$ cat config.mk
export PLATFORM = sky130hd
export DESIGN_NAME = instruction_fetch
export DESIGN_NICKNAME = d
export VERILOG_FILES = /design/src/rtl/instruction_fetch.sv
export SDC_FILE = /design/constraint.sdc
export NUM_CORES = 1
export LEC_CHECK = 0
export BUFFER_PORTS_ARGS = -buffer_cell sky130_fd_sc_hd__buf_2
export CAP_MARGIN = 40
export CORE_MARGIN = 5
export CORE_UTILIZATION = 57
export CTS_CLUSTER_SIZE = 30
export DETAILED_ROUTE_END_ITERATION = 16
export PLACE_DENSITY_LB_ADDON = 0.12
export SYNTH_ARGS = -nofsm -noshare
export SYNTH_HDL_FRONTEND = slang
export SYNTH_SLANG_ARGS = --single-unit
$ cat constraint.sdc
create_clock -name clk -period 9.1 [get_ports clk]
set_input_delay 1.365 -clock clk [delete_from_list [all_inputs] [get_ports clk]]
set_output_delay 1.365 -clock clk [all_outputs]
set_load 0.05 [all_outputs]
$ cat src/rtl/instruction_fetch.sv
// instruction_fetch: PC register plus a small {instr, pc} FIFO that sits
// between InstructionMemory and decode; redirects flush and refetch.
module instruction_fetch #(
  parameter int unsigned DEPTH        = 2,
  parameter logic [31:0] RESET_VECTOR = 32'h0000_0000
) (
  input  logic        clk,
  input  logic        reset_n,
  output logic [31:0] imem_address,
  input  logic [31:0] imem_read_data,
  input  logic        branch_valid,
  input  logic [31:0] branch_target,
  output logic        out_valid,
  input  logic        out_ready,
  output logic [31:0] out_instr,
  output logic [31:0] out_pc,
  output logic [31:0] out_pc_plus8
);

  localparam int unsigned AW = (DEPTH > 1) ? $clog2(DEPTH) : 1;
  localparam logic [AW:0] FULL = (AW+1)'(DEPTH);
  localparam logic [AW:0] CNT_ONE = (AW+1)'(1);
  localparam logic [AW-1:0] PTR_ONE = AW'(1);

  logic [31:0]   pc;
  logic [31:0]   instr_q [DEPTH];
  logic [31:0]   pc_q    [DEPTH];
  logic [AW-1:0] wr_ptr;
  logic [AW-1:0] rd_ptr;
  logic [AW:0]   count;
  logic          pop;
  logic          push;

  assign pop  = out_valid & out_ready;
  assign push = ~branch_valid & ((count != FULL) | pop);

  always_ff @(posedge clk or negedge reset_n) begin
    if (!reset_n) begin
      pc     <= RESET_VECTOR;
      wr_ptr <= '0;
      rd_ptr <= '0;
      count  <= '0;
    end else if (branch_valid) begin
      // flush: a pop this cycle still counts as taken by decode
      pc     <= {branch_target[31:2], 2'b00};
      wr_ptr <= '0;
      rd_ptr <= '0;
      count  <= '0;
    end else begin
      if (push) begin
        pc     <= pc + 32'd4;
        wr_ptr <= wr_ptr + PTR_ONE;
      end
      if (pop) begin
        rd_ptr <= rd_ptr + PTR_ONE;
      end
      if (push & ~pop) begin
        count <= count + CNT_ONE;
      end else if (pop & ~push) begin
        count <= count - CNT_ONE;
      end
    end
  end

  // storage is not reset; entries are only read once written
  always_ff @(posedge clk) begin
    if (push) begin
      instr_q[wr_ptr] <= imem_read_data;
      pc_q[wr_ptr]    <= pc;
    end
  end

  assign imem_address = pc;
  assign out_valid    = (count != '0);
  assign out_instr    = instr_q[rd_ptr];
  assign out_pc       = pc_q[rd_ptr];
  assign out_pc_plus8 = pc_q[rd_ptr] + 32'd8;

endmodule

==> flow_summary.yaml, run 1 <==
status:
  run_status: "complete, no violations"
job:
  drv_cap: 0
placement:
  dp_slack_ps: 5090
  dp.cells: 853
  routabilityCongestion: 0.812
  portBuffers: 188
  dp_hpwl_mm: 10.7
  place_area_um2: 8210
floorplanning:
  die-height_um: 122
  die_x_um: 122
  fp.coreArea_um2: 12100
  dieArea_um2: 14800
  initial_core_util_pct: 58.7
  io_pins: 197
  rows: 40
logic_synthesis:
  synth_edf_count: 124
  syn_avg_cell_area_um2: 13.8
  synth_area_um2: 7120
  synth_top_flop_cell: "edfxtp_1"
  synth_cells: 514
  ys_seq_area_share_pct: 64.3
  async_flop_share_pct: 21.5
  synth_seq_cells: 158
  synth_warnings: 0
  synth_cell_type_count: 45
cells_and_area:
  final_util_pct: 72.9
  syn_to_final_growth_pct: 24.1
  final_cell_count_no_fill: 885
  mostFrequentLayoutCell: "buf_2"
  final_cell_area_um2: 8830
  drive_gt1_share_pct: 40.6
  final_cell_mix: "buf_2 (188), edfxtp_1 (124), nand2_1 (59), mux2_2 (52), xnor2_1 (35)"
  insertedDiodeCount: 0
  final_nets: 774
  nFillCells: 867
clock_network:
  htree_levels: 4
  clock-sinks: 158
  cts_tree: "yes"
  postCtsHoldBufs: 0
  cts_setup_buffers: 0
  clockBufferDepth: 2
  cts-resized-gates: 0
  cts_root_buffer: "clkbuf_16"
  numCtsBuffers: 17
  path_clk_slew_ps: 60
  clkLatencyLatePin_ps: 410
routing:
  drc: 0
  dr.pass1.iters: 5
  drtIter0Drc: 345
  antenna_left: 0
  detail_route.vias_per_cell: 5.33
  vias: 4721
  totalWireLength_mm: 15.4
  wl_per_cell_um: 17.4
setup_path:
  worstPathArrival_ps: 3050
  rrSetupSlack_ps: 7140
  crit_path_max_fanout: 20
  worstSetupEndpointType: "output port"
  cp.required_ps: 7740
  start_kind: "register"
  timing.rr.start: "imem_address[2]$_DFFE_PN0P_"
  r2r_cells: 6
  regToRegEndpoint: "imem_address[28]$_DFFE_PN0P_"
  path_class: "register to output port"
global_route:
  grt_pass1_vias: 4853
  grt_usage_pct: 21.1
  overflow: 0
  antenna_found_initial: 0
  grt_max_degree: 63
  grt_first_pass_wirelength_mm: 24.1
timing:
  worst_pin_slew_ps: 847
  setup_viol: 0
  finClkSkew_ps: 5.57
  hold_slack_ps: 565
  max_slew_margin_pct: 43.6
  clock.fmax_ghz: 0.226
  min_period_ps: 4420
  maxSlewViolCount: 0
  timing.final.crit_share_pct: 48.5
  tns_ps: 0
  hold_viol_final: 0
  setup_slack_ps: 4680
  grt_setup_unrepaired: "false"
hold_path:
  min_to: "count[0]$_DFFE_PN0P_"
  hp-start: "count[0]$_DFFE_PN0P_"
  holdPathStages: 2
  min_path_type: "register to register"
power_and_ir_drop:
  leakagePower_nw: 3.49
  power_mw: 2.17
  p_per_area_nw_per_um2: 246
  ir_worst_vdd_mv: 0.128
-- worst max-delay path, cell delays in order, from the launching register on --
cell and delay, ps:
dfrtp_4 610, mux2_2 280, ha_1 220, inv_1 100, a211oi_4 430, nand3_4 210, nor4_2 340, xor2_1 170
buf_2 280
-- worst max-delay path by stage --
stage	startpoint	to
after floorplan	branch_valid	instr_q[1][0]$_DFFE_PP_
after global placement	rd_ptr$_DFFE_PN0P_	out_pc_plus8[31]
after detailed placement	rd_ptr$_DFFE_PN0P_	out_pc_plus8[29]
after CTS	rd_ptr$_DFFE_PN0P_	out_pc_plus8[29]
after global routing	rd_ptr$_DFFE_PN0P_	out_pc_plus8[25]
final	rd_ptr$_DFFE_PN0P_	out_pc_plus8[29]
-- synthesized netlist by cell type, types with 2 or more instances --
cell type	number	area, µm²
nor4_2	2	25.0
nand4b_1	2	17.5
nor3_1	10	50.1
buf_4	8	60.1
mux2i_1	12	120
and4_1	5	43.8
edfxtp_1	124	3720
xor2_1	23	201
nand3_1	13	65.1
nand4_2	2	25.0
dfrtp_1	34	851
o21ai_0	29	145
a211oi_4	3	60.1
xnor2_1	35	307
clkbuf_1	8	30.0
nand3_2	4	40.0
nor2b_1	2	12.5
buf_1	3	11.3
nand4_1	10	62.6
and2_1	3	18.8
nor3b_1	2	15.0
mux2_2	52	586
inv_1	16	60.1
nand2_1	59	221
a31oi_1	3	18.8
ha_1	2	25.0
nor4_1	9	56.3
nor2_1	14	52.6
and3_1	5	31.3
buf_2	5	25.0
-- report_power, final --
part,internal [mW],switching (mW),total (mW),leakage [nW]
Combinational,0.136,0.408,0.544,1.60
Sequential,0.849,0.0469,0.896,1.58
Clock,0.478,0.256,0.734,0.303
Total,1.46,0.711,2.17,3.49
-- flip-flops by register name (all words and copies together), names as in the netlist --
name / cells
rd_ptr: 1
imem_address: 30
instr_q: 64
pc_q: 60
count: 2
wr_ptr: 1
-- cell families after synthesis --
group | after synthesis | synth area share, %
DFF | 158 | 64.3
and+or+nand+nor | 149 | 11.6
muxes | 64 | 9.92
xor gates and xnor gates | 58 | 7.14
buffers and inverters | 42 | 2.99
AOI/OAI and AO/OA | 40 | 3.71
adders and majority gates | 2 | 0.352
other | 1 | 0.0527
-- final cells by class --
class | instances | area (µm²) | area share [%]
tap | 168 | 210 | 2.38
clock inverter | 8 | 138 | 1.56
inverter | 16 | 60.1 | 0.680
clock buffer | 24 | 482 | 5.46
timing repair buffer | 192 | 1000 | 11.4
sequential | 158 | 4580 | 51.9
multi-input combinational | 319 | 2360 | 26.7
-- per-layer routing --
metal	track usage (%)	routed length, µm
met1	27.0	6400
met2	35.4	7670
met3	4.83	1040
met4	7.63	265
met5	0	0
Note: power is estimated with default switching activity, not from simulation.
==> run 2, diff against run 1 <==
ABC_AREA = 1   (was not set)
CORE_UTILIZATION = 54   (was 57)
clock period = 4.15 ns   (was 9.1 ns; I/O delays follow)
==> run 2 against run 1 <==
- critical path type unchanged
- cell count rose by 56%
- largest power group unchanged
- clock skew up 5.9 ps
- clock power increased by 110%
- sequential share of layout area is 5.5 points lower
==> flow_summary.yaml, run 2 <==
timing:
  grt_setup_unrepaired: "false"
  max_slew_margin_pct: 42.4
  setup_slack_ps: 321
  worst_pin_slew_ps: 864
  clock.fmax_ghz: 0.261
  timing.final.crit_share_pct: 92.3
  setup_viol: 0
  hold_slack_ps: 291
  tns_ps: 0
  maxSlewViolCount: 0
  finClkSkew_ps: 11.5
  min_period_ps: 3830
  hold_viol_final: 0
setup_path:
  cpMostUsedCell: "nand2_1"
  path_buf_inv: 2
  path_depth: 9
  crit_path_max_fanout: 24
  crit_slowest_cell: "dfrtp_2"
  worstPathArrival_ps: 3210
  worstSetupEndpointType: "output port"
  r2r_cells: 6
  path_class: "register to output port"
  critPathTopFamily: "simple AND/OR/NAND/NOR gates"
  crit_chain: "inv_2 -> nand2_1 -> nand2_1 -> ha_1 -> nand3_2 -> nor2_2 -> nand3_1 -> xor2_1 -> buf_2"
  critical_path.max_stage_delay_ps: 590
  start_kind: "register"
  cp.required_ps: 3530
routing:
  dr.pass1.iters: 5
  totalWireLength_mm: 20.6
  wl_per_cell_um: 14.9
  detail_route.vias_per_cell: 5.01
  maxUsedRoutingLayer: "met4"
  routed-wl-met2_mm: 9.51
  drtIter0Drc: 530
  wl_met3_mm: 1.39
  wirelength_met1_mm: 9.44
  drc: 0
  vias: 6928
  antenna_left: 0
logic_synthesis:
  synth_common_cells: "nand2_1 (427), edfxtp_1 (124), nor2_1 (118), inv_1 (93), nand3_1 (64)"
  synth_most_common_cell: "nand2_1"
  synth_area_um2: 8220
  synth_seq_cells: 158
  syn_avg_cell_area_um2: 8.25
  synth.area.top_cells: "edfxtp_1 (45%), nand2_1 (20%), dfrtp_1 (10%)"
  synth_edf_count: 124
  ys_seq_area_share_pct: 55.7
  synth_cells: 996
  synth_warnings: 0
  synth_cell_type_count: 35
  synth_top_cell_by_area: "edfxtp_1"
  synth_top_flop_cell: "edfxtp_1"
  async_flop_share_pct: 21.5
  synth_top_area_share_pct: 45.3
global_route:
  grt_usage_pct: 23.3
  antenna_found_initial: 0
  grt_pass1_vias: 6347
  overflow: 0
  grt_first_pass_wirelength_mm: 32.6
  grt_max_degree: 63
placement:
  dp_hpwl_mm: 14.9
  place_area_um2: 9300
  routabilityCongestion: 0.898
  portBuffers: 188
  dp_slack_ps: 769
clock_network:
  path_clk_slew_ps: 60
  numCtsBuffers: 17
  htree_levels: 4
  cts_tree: "yes"
  cts_root_buffer: "clkbuf_16"
  cts_setup_buffers: 0
  cts-resized-gates: 0
  clockBufferDepth: 2
  postCtsHoldBufs: 0
  clkLatencyLatePin_ps: 430
  clock-sinks: 158
hold_path:
  min_path_type: "primary input to async pin"
floorplanning:
  rows: 45
  io_pins: 197
  initial_core_util_pct: 54.4
  fp.coreArea_um2: 15100
  die-height_um: 133
  dieArea_um2: 17800
  die_x_um: 133
power_and_ir_drop:
  p_per_area_nw_per_um2: 477
  power_mw: 4.71
  leakagePower_nw: 4.65
  ir_worst_vdd_mv: 0.387
cells_and_area:
  nFillCells: 1316
  final_cell_mix: "nand2_1 (427), buf_2 (188), edfxtp_1 (124), nor2_1 (116), inv_1 (93)"
  final_cell_area_um2: 9880
  final_nets: 1252
  mostFrequentLayoutCell: "nand2_1"
  drive_gt1_share_pct: 22.4
  syn_to_final_growth_pct: 20.3
  regMostFlops: "instr_q"
  largest_reg_flops: 64
  insertedDiodeCount: 0
status:
  run_status: "complete, no violations"
job:
  drv_cap: 0
-- run 2: final cells by class --
cell class | instances | area, µm² | area share, %
flip-flops and latches | 158 | 4580 | 46.3
multi-input cells | 716 | 3120 | 31.5
repair buffers | 194 | 1010 | 10.2
clock buffers | 17 | 425 | 4.31
inverters | 95 | 357 | 3.61
well taps | 188 | 235 | 2.38
clock inverters | 15 | 159 | 1.61
-- run 2: logic make-up after synthesis --
group / count (synthesis) / synth area share, %
AND/OR/NAND/NOR: 661 / 33.1
flip-flops: 158 / 55.7
buffers and inverters: 127 / 6.79
AO/OA/AOI/OAI: 32 / 2.48
XOR/XNOR: 15 / 1.60
adder cells (fa/ha/maj): 2 / 0.305
other: 1 / 0.0456
-- run 2: worst paths after layout --
kind	to	slack, ps	from
min in group clk	instr_q[1][23]$_DFFE_PP_	380	imem_read_data[23]
max in group asynchronous	rd_ptr$_DFFE_PN0P_	3280	reset_n
min	imem_address[24]$_DFFE_PN0P_	290	reset_n
max	out_pc_plus8[17]	320	rd_ptr$_DFFE_PN0P_
max reg2reg	pc_q[1][26]$_DFFE_PP_	1550	count[1]$_DFFE_PN0P_
min reg2reg	count[1]$_DFFE_PN0P_	580	count[1]$_DFFE_PN0P_
-- run 2: through the flow --
stage	util (%)	instances
after floorplan	-	1001
after global placement	61.6	1351
after detailed placement	61.6	1351
after CTS	65.5	1383
after global routing	65.5	1383
final	65.5	1383
-- run 2: per-layer routing --
metal  track usage, %  vias up
met3             5.02       17
met1             33.4     3138
met5                0        -
met4             5.71        0
li1                 -     3528
met2             36.5      245
-- run 2: power by group --
group | switching, mW | internal [mW] | total (mW) | leakage (nW)
sequential | 0.105 | 1.85 | 1.95 | 1.57
combinational | 0.978 | 0.258 | 1.24 | 2.79
clock | 0.673 | 0.848 | 1.52 | 0.288
==> run 3, diff against run 2 <==
RECOVER_POWER = 50   (was not set)
==> run 3 against run 2 <==
- the flow now finishes with violations (max-capacitance violations, max-slew violations)
- register-to-register slack worse by 320 ps
- core utilization is 0.48 points lower
- clock power hardly changed
- clock skew is 0.82 ps lower
- fmax is 0.19% higher
- clock-buffer cell count stayed put
==> flow_summary.yaml, run 3 (synthesized netlist as in run 2, its figures left out) <==
global_route:
  grt_usage_pct: 23.3
  grt_use_met2_pct: 36.5
  busiest_layer: "met2"
  use_met1_pct: 33.4
  antenna_found_initial: 0
  grt_max_degree: 63
  overflow: 0
  grt_util_met3_pct: 5.02
  grt_first_pass_wirelength_mm: 32.6
  grt_pass1_vias: 6347
floorplanning:
  die_x_um: 133
  fp.coreArea_um2: 15100
  io_pins: 197
  dieArea_um2: 17800
  die-height_um: 133
  initial_core_util_pct: 54.4
  rows: 45
setup_path:
  worstPathArrival_ps: 3200
  worstSetupEndpointType: "output port"
  path_class: "register to output port"
  start_kind: "register"
  crit_slowest_cell: "dfrtp_2"
  path_buf_inv: 2
  crit_path_max_fanout: 24
  cp.required_ps: 3530
  cpMostUsedCell: "nand2_1"
  crit_chain: "inv_2 -> nand2_1 -> nand2_1 -> ha_1 -> nand3_2 -> nor2_2 -> nand3_1 -> xor2_1 -> buf_2"
  critPathTopFamily: "simple AND/OR/NAND/NOR gates"
  critical_path.max_stage_delay_ps: 600
job:
  drv_cap: 1
routing:
  dr.pass1.iters: 6
  drtIter0Drc: 493
  totalWireLength_mm: 20.5
  detail_route.vias_per_cell: 5.03
  antenna_left: 0
  wl_per_cell_um: 14.8
  vias: 6956
  drc: 0
cells_and_area:
  drive_gt1_share_pct: 18.1
  nFillCells: 1335
  regArea_um2: 4580
  syn_to_final_growth_pct: 19.4
  insertedDiodeCount: 0
  final_util_pct: 65.0
  final_cell_area_um2: 9810
  largest_reg_flops: 64
  final_cell_mix: "nand2_1 (427), buf_2 (138), edfxtp_1 (124), nor2_1 (118), inv_1 (93)"
  final_cell_count_no_fill: 1383
  final_nets: 1252
  regMostFlops: "instr_q"
  multi_input_area_um2: 3110
  mostFrequentLayoutCell: "nand2_1"
timing:
  timing.final.crit_share_pct: 92.1
  finClkSkew_ps: 10.6
  maxSlewViolCount: 35
  hold_viol_final: 0
  grt_setup_unrepaired: "false"
  min_period_ps: 3820
  hold_slack_ps: 380
  clock.fmax_ghz: 0.262
  setup_viol: 0
  worst_pin_slew_ps: 1980
  max_slew_margin_pct: -32.1
  setup_slack_ps: 328
  tns_ps: 0
clock_network:
  clockBufferDepth: 2
  cts_root_buffer: "clkbuf_16"
  clkLatencyLatePin_ps: 430
  cts-resized-gates: 0
  cts_tree: "yes"
  numCtsBuffers: 17
  path_clk_slew_ps: 70
  clock-sinks: 158
  postCtsHoldBufs: 0
  htree_levels: 4
  cts_setup_buffers: 0
status:
  violations: "max-capacitance violations, max-slew violations"
  run_status: "complete, but fails checks"
power_and_ir_drop:
  leakagePower_nw: 4.51
  ir_worst_vdd_mv: 0.387
  power_mw: 4.70
  p_per_area_nw_per_um2: 479
placement:
  dp_slack_ps: 769
  routabilityCongestion: 0.898
  dp.cells: 1351
  portBuffers: 188
  dp_hpwl_mm: 14.9
  place_area_um2: 9300
hold_path:
  min_path_type: "primary input to register"
run 3: layout make-up:
class                   count  share of cell area, %
flip-flops and latches    158                   46.7
repair buffers            194                   9.67
inverters                  95                   3.64
well taps                 188                   2.40
clock buffers              17                   4.34
clock inverters            15                   1.62
multi-input cells         716                   31.7
run 3: report_power, final:
| part | switching, mW | leakage, nW | total [mW] | internal, mW |
|---|---|---|---|---|
| Combinational | 0.977 | 2.65 | 1.22 | 0.246 |
| Sequential | 0.105 | 1.57 | 1.95 | 1.85 |
| Clock | 0.675 | 0.288 | 1.52 | 0.849 |
| Total | 1.76 | 4.51 | 4.70 | 2.94 |
run 3: routing by layer:
| layer | wire, µm | up-vias |
|---|---|---|
| li1 | - | 3531 |
| met1 | 9320 | 3141 |
| met2 | 9460 | 267 |
| met3 | 1540 | 17 |
| met4 | 222 | 0 |
| met5 | 0 | - |
run 3: worst paths after layout:
kind	start	to	slack (ps)	cells after the start
hold reg to reg	count[1]$_DFFE_PN0P_	count[1]$_DFFE_PN0P_	570	2
hold / removal	imem_read_data[23]	instr_q[1][23]$_DFFE_PP_	380	1
setup reg to reg	count[1]$_DFFE_PN0P_	pc_q[0][26]$_DFFE_PP_	1230	6
setup / recovery	rd_ptr$_DFFE_PN0P_	out_pc_plus8[17]	330	9
max in group asynchronous	reset_n	rd_ptr$_DFFE_PN0P_	2110	1
min in group asynchronous	reset_n	imem_address[30]$_DFFE_PN0P_	750	1
